<file path="src/rtl/shifter_pkg.sv">
// Shared op encodings and helpers for the pipelined barrel shifter.
// Anything that decodes an op imports this package.
package shifter_pkg;

  localparam int OP_W = 3;

  localparam logic [OP_W-1:0] OP_ROL = 3'b000;
  localparam logic [OP_W-1:0] OP_SLL = 3'b001;
  localparam logic [OP_W-1:0] OP_SRA = 3'b010;
  localparam logic [OP_W-1:0] OP_SRL = 3'b011;
  localparam logic [OP_W-1:0] OP_ROR = 3'b100;

  // Encodings above ROR are reserved; such operands pass through untouched.
  function automatic logic is_legal_op(input logic [OP_W-1:0] op);
    return (op <= OP_ROR);
  endfunction

endpackage

</file>
<file path="src/rtl/shift_stage_reg.sv">
// One shifter pipeline level: shift by 2**STAGE when cnt[STAGE] is set, then register.
// All levels share one advance strobe, so a stall freezes the whole pipe.
module shift_stage_reg
  import shifter_pkg::*;
#(
  parameter int WIDTH = 16,
  parameter int CNT_W = $clog2(WIDTH),
  parameter int STAGE = 0
) (
  input  logic             clk,
  input  logic             rst,
  input  logic             adv,
  input  logic             prev_valid,
  input  logic [WIDTH-1:0] prev_data,
  input  logic [CNT_W-1:0] prev_cnt,
  input  logic [OP_W-1:0]  prev_op,
  input  logic             prev_sign,
  input  logic             prev_err,
  output logic             valid,
  output logic [WIDTH-1:0] data,
  output logic [CNT_W-1:0] cnt,
  output logic [OP_W-1:0]  op,
  output logic             sign,
  output logic             err
);

  localparam int SH = 1 << STAGE;

  logic [WIDTH-1:0] shifted;

  always_comb begin
    // NOTE: default assigned first so no path through the case can infer a latch.
    shifted = prev_data;
    if (prev_cnt[STAGE]) begin
      case (prev_op)
        OP_ROL:  shifted = {prev_data[WIDTH-SH-1:0], prev_data[WIDTH-1:WIDTH-SH]};
        OP_SLL:  shifted = {prev_data[WIDTH-SH-1:0], {SH{1'b0}}};
        // Fill from the sign captured at stage 0, not from this stage's MSB.
        OP_SRA:  shifted = {{SH{prev_sign}}, prev_data[WIDTH-1:SH]};
        OP_SRL:  shifted = {{SH{1'b0}}, prev_data[WIDTH-1:SH]};
        OP_ROR:  shifted = {prev_data[SH-1:0], prev_data[WIDTH-1:SH]};
        default: shifted = prev_data;
      endcase
    end
  end

  always_ff @(posedge clk) begin
    // NOTE: data/control registers are cleared too, so out_data reads 0 after reset.
    if (rst) begin
      valid <= 1'b0;
      data  <= '0;
      cnt   <= '0;
      op    <= OP_ROL;
      sign  <= 1'b0;
      err   <= 1'b0;
    end else if (adv) begin
      // NOTE: non-blocking so every stage samples its predecessor's pre-edge value.
      valid <= prev_valid;
      data  <= shifted;
      cnt   <= prev_cnt;
      op    <= prev_op;
      sign  <= prev_sign;
      err   <= prev_err;
    end
  end

endmodule

</file>
<file path="src/rtl/pipelined_barrel_shifter.sv">
// Pipelined barrel shifter: CNT_W registered shift levels behind a valid/ready pair.
// A single global stall holds every level; bubbles are not collapsed.
module pipelined_barrel_shifter
  import shifter_pkg::*;
#(
  parameter int WIDTH = 16,
  parameter int CNT_W = $clog2(WIDTH)
) (
  input  logic             clk,
  input  logic             rst,
  input  logic             in_valid,
  output logic             in_ready,
  input  logic [WIDTH-1:0] in_data,
  input  logic [CNT_W-1:0] in_cnt,
  input  logic [OP_W-1:0]  in_op,
  output logic             out_valid,
  input  logic             out_ready,
  output logic [WIDTH-1:0] out_data,
  output logic             out_zero,
  output logic             out_err
);

  // Index 0 is the input operand; index k+1 is the register of level k.
  logic             valid_s [CNT_W+1];
  logic [WIDTH-1:0] data_s  [CNT_W+1];
  logic [CNT_W-1:0] cnt_s   [CNT_W+1];
  logic [OP_W-1:0]  op_s    [CNT_W+1];
  logic             sign_s  [CNT_W+1];
  logic             err_s   [CNT_W+1];

  logic adv;

  assign valid_s[0] = in_valid;
  assign data_s[0]  = in_data;
  assign cnt_s[0]   = in_cnt;
  assign op_s[0]    = in_op;
  assign sign_s[0]  = in_data[WIDTH-1];
  assign err_s[0]   = !is_legal_op(in_op);

  for (genvar k = 0; k < CNT_W; k++) begin : g_stage
    shift_stage_reg #(
      .WIDTH (WIDTH),
      .CNT_W (CNT_W),
      .STAGE (k)
    ) u_stage (
      .clk        (clk),
      .rst        (rst),
      .adv        (adv),
      .prev_valid (valid_s[k]),
      .prev_data  (data_s[k]),
      .prev_cnt   (cnt_s[k]),
      .prev_op    (op_s[k]),
      .prev_sign  (sign_s[k]),
      .prev_err   (err_s[k]),
      .valid      (valid_s[k+1]),
      .data       (data_s[k+1]),
      .cnt        (cnt_s[k+1]),
      .op         (op_s[k+1]),
      .sign       (sign_s[k+1]),
      .err        (err_s[k+1])
    );
  end

  // The whole pipe moves unless a finished result is waiting on downstream.
  assign adv      = !out_valid || out_ready;
  assign in_ready = adv;

  assign out_valid = valid_s[CNT_W];
  assign out_data  = data_s[CNT_W];
  assign out_err   = err_s[CNT_W];
  assign out_zero  = ~|out_data;

  // Count, op and sign are spent by the time they reach the last register.
  logic unused_tail;
  assign unused_tail = ^{cnt_s[CNT_W], op_s[CNT_W], sign_s[CNT_W]};

endmodule

</file>
<file path="config.mk">
export PLATFORM = sky130hd
export DESIGN_NAME = pipelined_barrel_shifter
export DESIGN_NICKNAME = d
export VERILOG_FILES = /design/src/rtl/shifter_pkg.sv /design/src/rtl/shift_stage_reg.sv /design/src/rtl/pipelined_barrel_shifter.sv
export SDC_FILE = /design/constraint.sdc
export NUM_CORES = 1
export LEC_CHECK = 0
export ABC_AREA = 1
export BUFFER_PORTS_ARGS = -buffer_cell sky130_fd_sc_hd__buf_2
export CAP_MARGIN = 20
export CORE_MARGIN = 5
export CORE_UTILIZATION = 60
export DETAILED_ROUTE_END_ITERATION = 12
export GPL_TIMING_DRIVEN = 0
export PLACE_DENSITY = 0.8
export SKIP_CTS_REPAIR_TIMING = 1
export SLEW_MARGIN = 20
export SYNTH_ARGS = -nofsm -noshare
export SYNTH_HDL_FRONTEND = slang
export SYNTH_HIERARCHICAL = 1
export SYNTH_SLANG_ARGS = --single-unit
</file>
<file path="constraint.sdc">
create_clock -name clk -period 4.92 [get_ports clk]
set_clock_uncertainty 0.2 [all_clocks]
set_input_delay 0.246 -clock clk [delete_from_list [all_inputs] [get_ports clk]]
set_output_delay 0.246 -clock clk [all_outputs]
set_load 0.05 [all_outputs]
</file>
* Word level (Yosys, flattened, before mapping) *
Cells that the tools add are included.

operators by class
  order comparisons = 1
  equal/unequal tests = 16
  muxes and demuxes = 8
  reductions and logical operators = 10

operators by type and width
  operator              count
  $pmux W16 S5          3
  $mux W16              4
  $pmux W16 S4          1
  $eq A3 B2 Y1 const B  8
  $reduce_or A16 Y1     1
  $eq A3 B1 Y1 const B  4
  $eq A3 B3 Y1 const B  4
  $logic_not A3 Y1      4
  $le A3 B3 Y1 const B  1
  $logic_not A1 Y1      3
  $reduce_or A2 Y1      1
  $logic_or A1 B1 Y1    1

word-level totals
  register bits after elaboration = 96
  output and inout port bits = 20
  word-level logic and storage cells = 56

* Logic depth before layout (Yosys ltp) *
Gate-level depths: netlist of run 1.

  depth after elaboration = 4
  depth in mapped cells = 9
  gate-level depth less buffers = 7

* Hierarchy *
The synthesis of run 1 kept the hierarchy.

by module, submodules not included
  module                                 times used  cells each  area an instance (um^2)
  shift_stage_reg at g_stage[0].u_stage  1           225         1507.7
  shift_stage_reg at g_stage[2].u_stage  1           221         1410.1
  shift_stage_reg at g_stage[1].u_stage  1           216         1388.8
  shift_stage_reg at g_stage[3].u_stage  1           186         1286.2
  pipelined_barrel_shifter               1           30          118.9

* Worst setup path after synthesis of run 1 *
No wires, ideal clock.

  path type = reg2reg
  start point = reg g_stage[3].u_stage.valid
  end point = reg g_stage[0].u_stage.data[1]
  library setup time = 141 ps
  data arrival time = 2013 ps
  required time = 4579 ps
  slack = 2567 ps
  stages on the path, launching flop included = 7
  path buffers = 1
  clock period less this slack = 2353 ps
  cells stage by stage = dfxtp_1 nand2_1 inv_1 buf_1 a21oi_2 nand2_1 a21oi_2

between the ends
  cells in the longest elaborated chain, start to end = 2

RTL lines
  item                    line                            source
  from (decl)             shift_stage_reg.sv:19           output logic valid,
  from (signal assigned)  shift_stage_reg.sv:58           valid <= prev_valid;
  $logic_not A1 Y1        pipelined_barrel_shifter.sv:65  assign adv = !out_valid || out_ready;
  $logic_or A1 B1 Y1      pipelined_barrel_shifter.sv:65
  named net in_ready      pipelined_barrel_shifter.sv:12  output logic in_ready,
  to (signal assigned)    shift_stage_reg.sv:59           data <= shifted;
  to (decl)               shift_stage_reg.sv:20           output logic [WIDTH-1:0] data,

The timed path passes the listed nets, and every way through them passes these cells.
A chain may end at the register's enable or synchronous reset.

* Worst setup path in the final report of run 1 *
  start point = reg g_stage[3].u_stage.valid
  end point = reg g_stage[0].u_stage.data[7]

between the ends
  cells in the longest elaborated chain, start to end = 2

RTL lines
  item                line
  $logic_not A1 Y1    pipelined_barrel_shifter.sv:65
  $logic_or A1 B1 Y1  pipelined_barrel_shifter.sv:65

Every way passes these cells.

==> impl_metrics.env, run 1 <==
export IMPL_slew_headroom_pct=52.98
export IMPL_seqPwrFrac_pct=49.6
export IMPL_grt_total_usage_pct=24.94
export IMPL_die_w_um=103.7
export IMPL_period_needed_ns=2.053
export IMPL_power_density_mw_per_mm2=284.8
export IMPL_outcome="finished clean"
export IMPL_fmax_mhz=487.2
export IMPL_avgViaCountPerCell=5.368
export IMPL_core_sq_mm=0.008636
export IMPL_critical_path_class="flop to flop"
export IMPL_dr_total_vias=5400
export IMPL_portBuffers=46
export IMPL_fin_setup_tns_ns=0
export IMPL_diodes=0
export IMPL_seqCellArea_sq_mm=0.001802
export IMPL_grt_max_degree=19
export IMPL_peakVddDrop_mv=0.1679
export IMPL_synth_nets=855
export IMPL_clk_pin_slew_ns=0.10
export IMPL_endpoint_kind="flop"
export IMPL_ios=47
export IMPL_rows=34
export IMPL_start_util_pct=61.04
export IMPL_syn_avg_cell_area_sq_um=6.366
export IMPL_hold_slack_ns=0.04955
export IMPL_p_clk_share_pct=29.2
export IMPL_place_area_sq_mm=0.005637
export IMPL_p_switching_mw=0.5755
export IMPL_setup_viol=0
export IMPL_drcViolationCount=0
export IMPL_fin_crit_sh_pct=41.72
export IMPL_overflow=0
export IMPL_antenna_found_initial=0
export IMPL_first_global_vias=5002
export IMPL_dieArea_sq_mm=0.01076
export IMPL_fin_nets=920
export IMPL_wirelength_mm=13.70
export IMPL_place_ws_ns=2.892
export IMPL_place_hpwl_mm=10.39
export IMPL_drtAntennaViolNets=0
export IMPL_worstMarginPinSlew_ns=0.7052
export IMPL_firstDrtPassIters=5
export IMPL_cts_root_buffer_cell="clkbuf_8"
export IMPL_combPwrFrac_pct=21.2
export IMPL_dp_cells=982
export IMPL_p_int_mw=1.107
export IMPL_worstSkewPairLatency_ns=0.37
export IMPL_fin_area_sq_mm=0.005907
export IMPL_finalPower_mw=1.682
export IMPL_swShare_pct=34.21
export IMPL_min_path_type="primary input to flop"
export IMPL_cts_sinks=90
export IMPL_crit_fanout=17
export IMPL_grt_pass1_wl_mm=22.66
export IMPL_synthesis_area_sq_mm=0.005271
export IMPL_cts_buffers=9
export IMPL_crit_required_ns=4.95
export IMPL_clock_path_buffers=2
export IMPL_wire_per_inst_um=13.62
export IMPL_power_leakage_nw=2.764
export IMPL_final_cells=1006
export IMPL_cap_violations=0
export IMPL_h_tree_depth=3
export IMPL_drive_above_1_share_pct=16.26
export IMPL_multi_input_area_sq_mm=0.002738
export IMPL_yosys_warnings=6
export IMPL_syn_to_final_growth_pct=12.06
export IMPL_drtIter0Drc=387
export IMPL_hold_viol=0
export IMPL_cp_arrival_ns=2.08
export IMPL_fin_ws_ns=2.867
export IMPL_report_final_slew_viol_count=0
export IMPL_fin_util_pct=68.40
export IMPL_crit_path_start_kind="flop"
export IMPL_n_fill_cell=825
export IMPL_gp_congestion=0.9415
export IMPL_syn_inst=828
export IMPL_rsz0062_at_grt="false"
export IMPL_cts_tree="done"
export IMPL_dieHeight_um=103.7
## state kept, by name, indices dropped and copies added, names as in the netlist
name	count
g_stage.u_stage/data	64
g_stage.u_stage/op	9
g_stage.u_stage/cnt	6
g_stage.u_stage/err	4
g_stage.u_stage/valid	4
g_stage.u_stage/sign	3
## routing by layer
layer | GRT usage, % | vias to the layer above | routed length (um)
met5 | 0 | - | 0
met4 | 11.29 | 0 | 503
met3 | 5.659 | 49 | 893
met2 | 44.26 | 205 | 6765
met1 | 28.26 | 2408 | 5541
li1 | - | 2738 | -
## cells in the final DEF (no fill, tap or decap)
cell type      count
a211oi_1           3
a21oi_1           90
a21oi_2           31
and2_1             1
buf_1              2
buf_2             58
buf_4              7
buf_6             10
buf_8              1
clkbuf_1          16
clkbuf_8          10
clkinv_2           1
clkinv_4           2
dfxtp_1           90
dlygate4sd3_1      8
inv_1            104
inv_2              4
inv_6              3
inv_8              2
nand2_1          225
nand2_2            1
nand2_4            4
nand3_1           92
nand4_2            1
nor2_1            87
nor2_2             5
nor2_4             2
o21a_1             1
o21ai_0           32
o21ai_1            1
o21ai_4            4
## final timing paths
| check | from | to | cells after the start | slack [ns] |
|---|---|---|---|---|
| setup reg to reg | g_stage[3].u_stage/valid$_SDFFE_PP0P_ | g_stage[0].u_stage/data[7]$_SDFFE_PP0P_ | 6 | 2.87 |
| hold / removal | rst | g_stage[1].u_stage/data[8]$_SDFFE_PP0P_ | 2 | 0.05 |
| hold reg to reg | g_stage[0].u_stage/cnt[2]$_SDFFE_PP0P_ | g_stage[0].u_stage/cnt[2]$_SDFFE_PP0P_ | 2 | 0.27 |
| setup / recovery | g_stage[3].u_stage/valid$_SDFFE_PP0P_ | g_stage[0].u_stage/data[7]$_SDFFE_PP0P_ | 6 | 2.87 |
## layout make-up
| class | count | area share [%] |
|---|---|---|
| Sequential cell | 90 | 30.50 |
| Clock buffer | 9 | 2.097 |
| Multi-Input combinational cell | 580 | 46.35 |
| Inverter | 109 | 6.948 |
| Clock inverter | 7 | 1.123 |
| Timing Repair Buffer | 54 | 5.253 |
| Buffer | 49 | 5.444 |
| Tap cell | 108 | 2.288 |
## worst max-delay path, stage by stage, from the launching register on
cell	delay, ns
dfxtp_1	0.36
nand2_1	0.38
inv_1	0.24
buf_1	0.50
a21oi_2	0.04
nand2_1	0.13
a21oi_2	0.06
## power by group through the flow
stage | combinational, mW | sequential, mW | clock (mW)
2_1_floorplan | 0.239 | 0.862 | 0
3_3_place_gp | 0.339 | 0.848 | 0
6_report | 0.357 | 0.834 | 0.491
5_1_grt | 0.399 | 0.841 | 0.536
3_5_place_dp | 0.348 | 0.850 | 0
4_1_cts | 0.350 | 0.833 | 0.498
Note: power is estimated with default switching activity, not from simulation.
==> run 2, diff against run 1 <==
--- a/config.mk
+++ b/config.mk
@@ -9,10 +9,10 @@
 export BUFFER_PORTS_ARGS = -buffer_cell sky130_fd_sc_hd__buf_2
 export CAP_MARGIN = 20
 export CORE_MARGIN = 5
-export CORE_UTILIZATION = 60
+export CORE_UTILIZATION = 55
 export DETAILED_ROUTE_END_ITERATION = 12
 export GPL_TIMING_DRIVEN = 0
-export PLACE_DENSITY = 0.8
+export PLACE_DENSITY = 0.77
 export SKIP_CTS_REPAIR_TIMING = 1
 export SLEW_MARGIN = 20
 export SYNTH_ARGS = -nofsm -noshare
==> constraint.sdc (replaced) <==
create_clock -name clk -period 1.8 [get_ports clk]
set_clock_uncertainty 0.2 [all_clocks]
set_input_delay 0.09 -clock clk [delete_from_list [all_inputs] [get_ports clk]]
set_output_delay 0.09 -clock clk [all_outputs]
set_load 0.05 [all_outputs]
==> run 2 against run 1 <==
  * The flow now finishes with violations (negative hold slack)
  * Register-to-register slack got worse by 2.8 ns
  * Total power grew to 2.8 times the previous value
  * First-iteration DRC count decreased by 6.5%
  * Combinational power grew to 2.8 times the previous value
  * Design area rose by 3.4%
  * Utilization decreased by 2.6 points
  * Critical path depth is the same
  * Routed wire length rose by 4.2%
  * Flip-flop and latch count unchanged
  * Critical path type unchanged
  * Largest cell class unchanged
==> impl_metrics.env, run 2 (synthesis gave the netlist of run 1 again) <==
export IMPL_outcome="finished, violations left"
export IMPL_violations="negative hold slack"
export IMPL_grt_pass1_wl_mm=23.63
export IMPL_hp_start="in_cnt[0]"
export IMPL_syn_to_final_growth_pct=15.88
export IMPL_drive_above_1_share_pct=16.52
export IMPL_place_hpwl_mm=10.63
export IMPL_core_sq_mm=0.009284
export IMPL_final_common_cell="nand2_1"
export IMPL_power_density_mw_per_mm2=758.3
export IMPL_p_int_mw=3.050
export IMPL_avgViaCountPerCell=5.289
export IMPL_clk_pin_slew_ns=0.10
export IMPL_fin_setup_tns_ns=0
export IMPL_period_needed_ns=1.688
export IMPL_drtAntennaViolNets=0
export IMPL_crit_fanout=17
export IMPL_grt_max_degree=19
export IMPL_firstDrtPassIters=5
export IMPL_antenna_found_initial=0
export IMPL_drtIter0Drc=362
export IMPL_largest_registers="g_stage.u_stage/data: 64 flops, g_stage.u_stage/op: 9 flops, g_stage.u_stage/cnt: 6 flops"
export IMPL_first_global_vias=5013
export IMPL_startpoint="g_stage[3].u_stage/valid$_SDFFE_PP0P_"
export IMPL_fmax_mhz=592.5
export IMPL_final_cell_mix="224 x nand2_1, 104 x inv_1, 92 x nand3_1"
export IMPL_critical_path_class="flop to flop"
export IMPL_cts_sinks=90
export IMPL_crit_path_start_kind="flop"
export IMPL_n_fill_cell=857
export IMPL_dieArea_sq_mm=0.01164
export IMPL_portBuffers=46
export IMPL_combPwrFrac_pct=21.9
export IMPL_multi_input_area_sq_mm=0.002745
export IMPL_dr_total_vias=5516
export IMPL_worstSkewPairLatency_ns=0.37
export IMPL_cts_root_buffer_cell="clkbuf_8"
export IMPL_power_leakage_nw=2.850
export IMPL_diodes=0
export IMPL_worstMarginPinSlew_ns=0.6652
export IMPL_top_register="g_stage.u_stage/data"
export IMPL_crit_required_ns=1.84
export IMPL_ff2ff_setup_slack_ns=0.11
export IMPL_setup_viol=0
export IMPL_cp_arrival_ns=1.73
export IMPL_wirelength_mm=14.28
export IMPL_ios=47
export IMPL_seqCellArea_sq_mm=0.001803
export IMPL_drcViolationCount=0
export IMPL_seqPwrFrac_pct=49.2
export IMPL_dieHeight_um=107.9
export IMPL_h_tree_depth=3
export IMPL_cap_violations=0
export IMPL_cts_tree="done"
export IMPL_rsz0062_at_grt="false"
export IMPL_endpoint_kind="flop"
export IMPL_peakVddDrop_mv=0.5336
export IMPL_p_switching_mw=1.582
export IMPL_cts_buffers=9
export IMPL_wire_per_inst_um=13.69
export IMPL_min_path_type="primary input to flop"
export IMPL_slew_headroom_pct=55.65
export IMPL_hold_slack_ns=-0.01146
export IMPL_die_w_um=107.9
export IMPL_grt_total_usage_pct=25.03
export IMPL_report_final_slew_viol_count=0
export IMPL_overflow=0
export IMPL_p_clk_share_pct=28.9
export IMPL_r2r_start="g_stage[3].u_stage/valid$_SDFFE_PP0P_"
export IMPL_gp_congestion=0.9415
export IMPL_rows=35
export IMPL_fin_crit_sh_pct=93.76
export IMPL_finalPower_mw=4.632
export IMPL_clock_path_buffers=2
export IMPL_start_util_pct=56.78
export IMPL_fin_nets=936
export IMPL_largest_reg_flops=64
export IMPL_swShare_pct=34.15
export IMPL_fin_util_pct=65.80
export IMPL_hold_viol=1
-- run 2: cell count changes in the layout (fill, tap and decap cells not counted), moves of 2 or more --
cell / before / now
clkbuf_2: 0 / 3
buf_1: 2 / 0
dlygate4sd3_1: 8 / 24
inv_6: 3 / 1
-- run 2: cell type report --
cell class	count	share of cell area, %
sequential	90	29.52
multi-input combinational	580	44.94
clock buffer	9	2.028
buffer	49	5.326
clock inverter	7	1.127
inverter	109	6.719
tap	129	2.642
timing repair buffer	70	7.702
-- run 2: metrics by stage --
stage               setup WS [ns]  instances  cell area [sq um]
finish                     0.1124       1043               6108
global route            0.0006908       1043               6108
CTS                       0.08106       1019               5864
detailed placement         0.1087       1003               5672
global placement           0.1614       1003               5672
floorplan                 0.05234        828               5280
-- run 2: per-layer routing --
layer	part of all wire, %	routed length [um]	GRT usage, %
met1	41	5876	30.72
met5	0	0	0
met2	50	7204	45.03
met3	5.8	824	2.579
met4	2.6	374	9.288
-- run 2: path summary, 6_finish.rpt --
path,endpoint,cells after the start
setup reg to reg,g_stage[1].u_stage/data[6]$_SDFFE_PP0P_,6
hold / removal,g_stage[0].u_stage/data[8]$_SDFFE_PP0P_,6
setup / recovery,g_stage[1].u_stage/data[6]$_SDFFE_PP0P_,6
hold reg to reg,g_stage[0].u_stage/cnt[2]$_SDFFE_PP0P_,2
-- run 2: worst max-delay path: stages (launching register included) --
cell      delay, ns
dfxtp_2        0.37
nand2_4        0.15
inv_1          0.20
clkbuf_1       0.37
a21oi_1        0.08
nand2_1        0.10
a21oi_1        0.07
-- run 2: power by group through the flow --
stage	sequential (mW)	combinational, mW	clock, mW
after floorplan	2.36	0.654	0
after global placement	2.32	0.939	0
after detailed placement	2.32	0.957	0
after CTS	2.28	0.963	1.38
after global routing	2.30	1.13	1.48
final	2.28	1.01	1.34
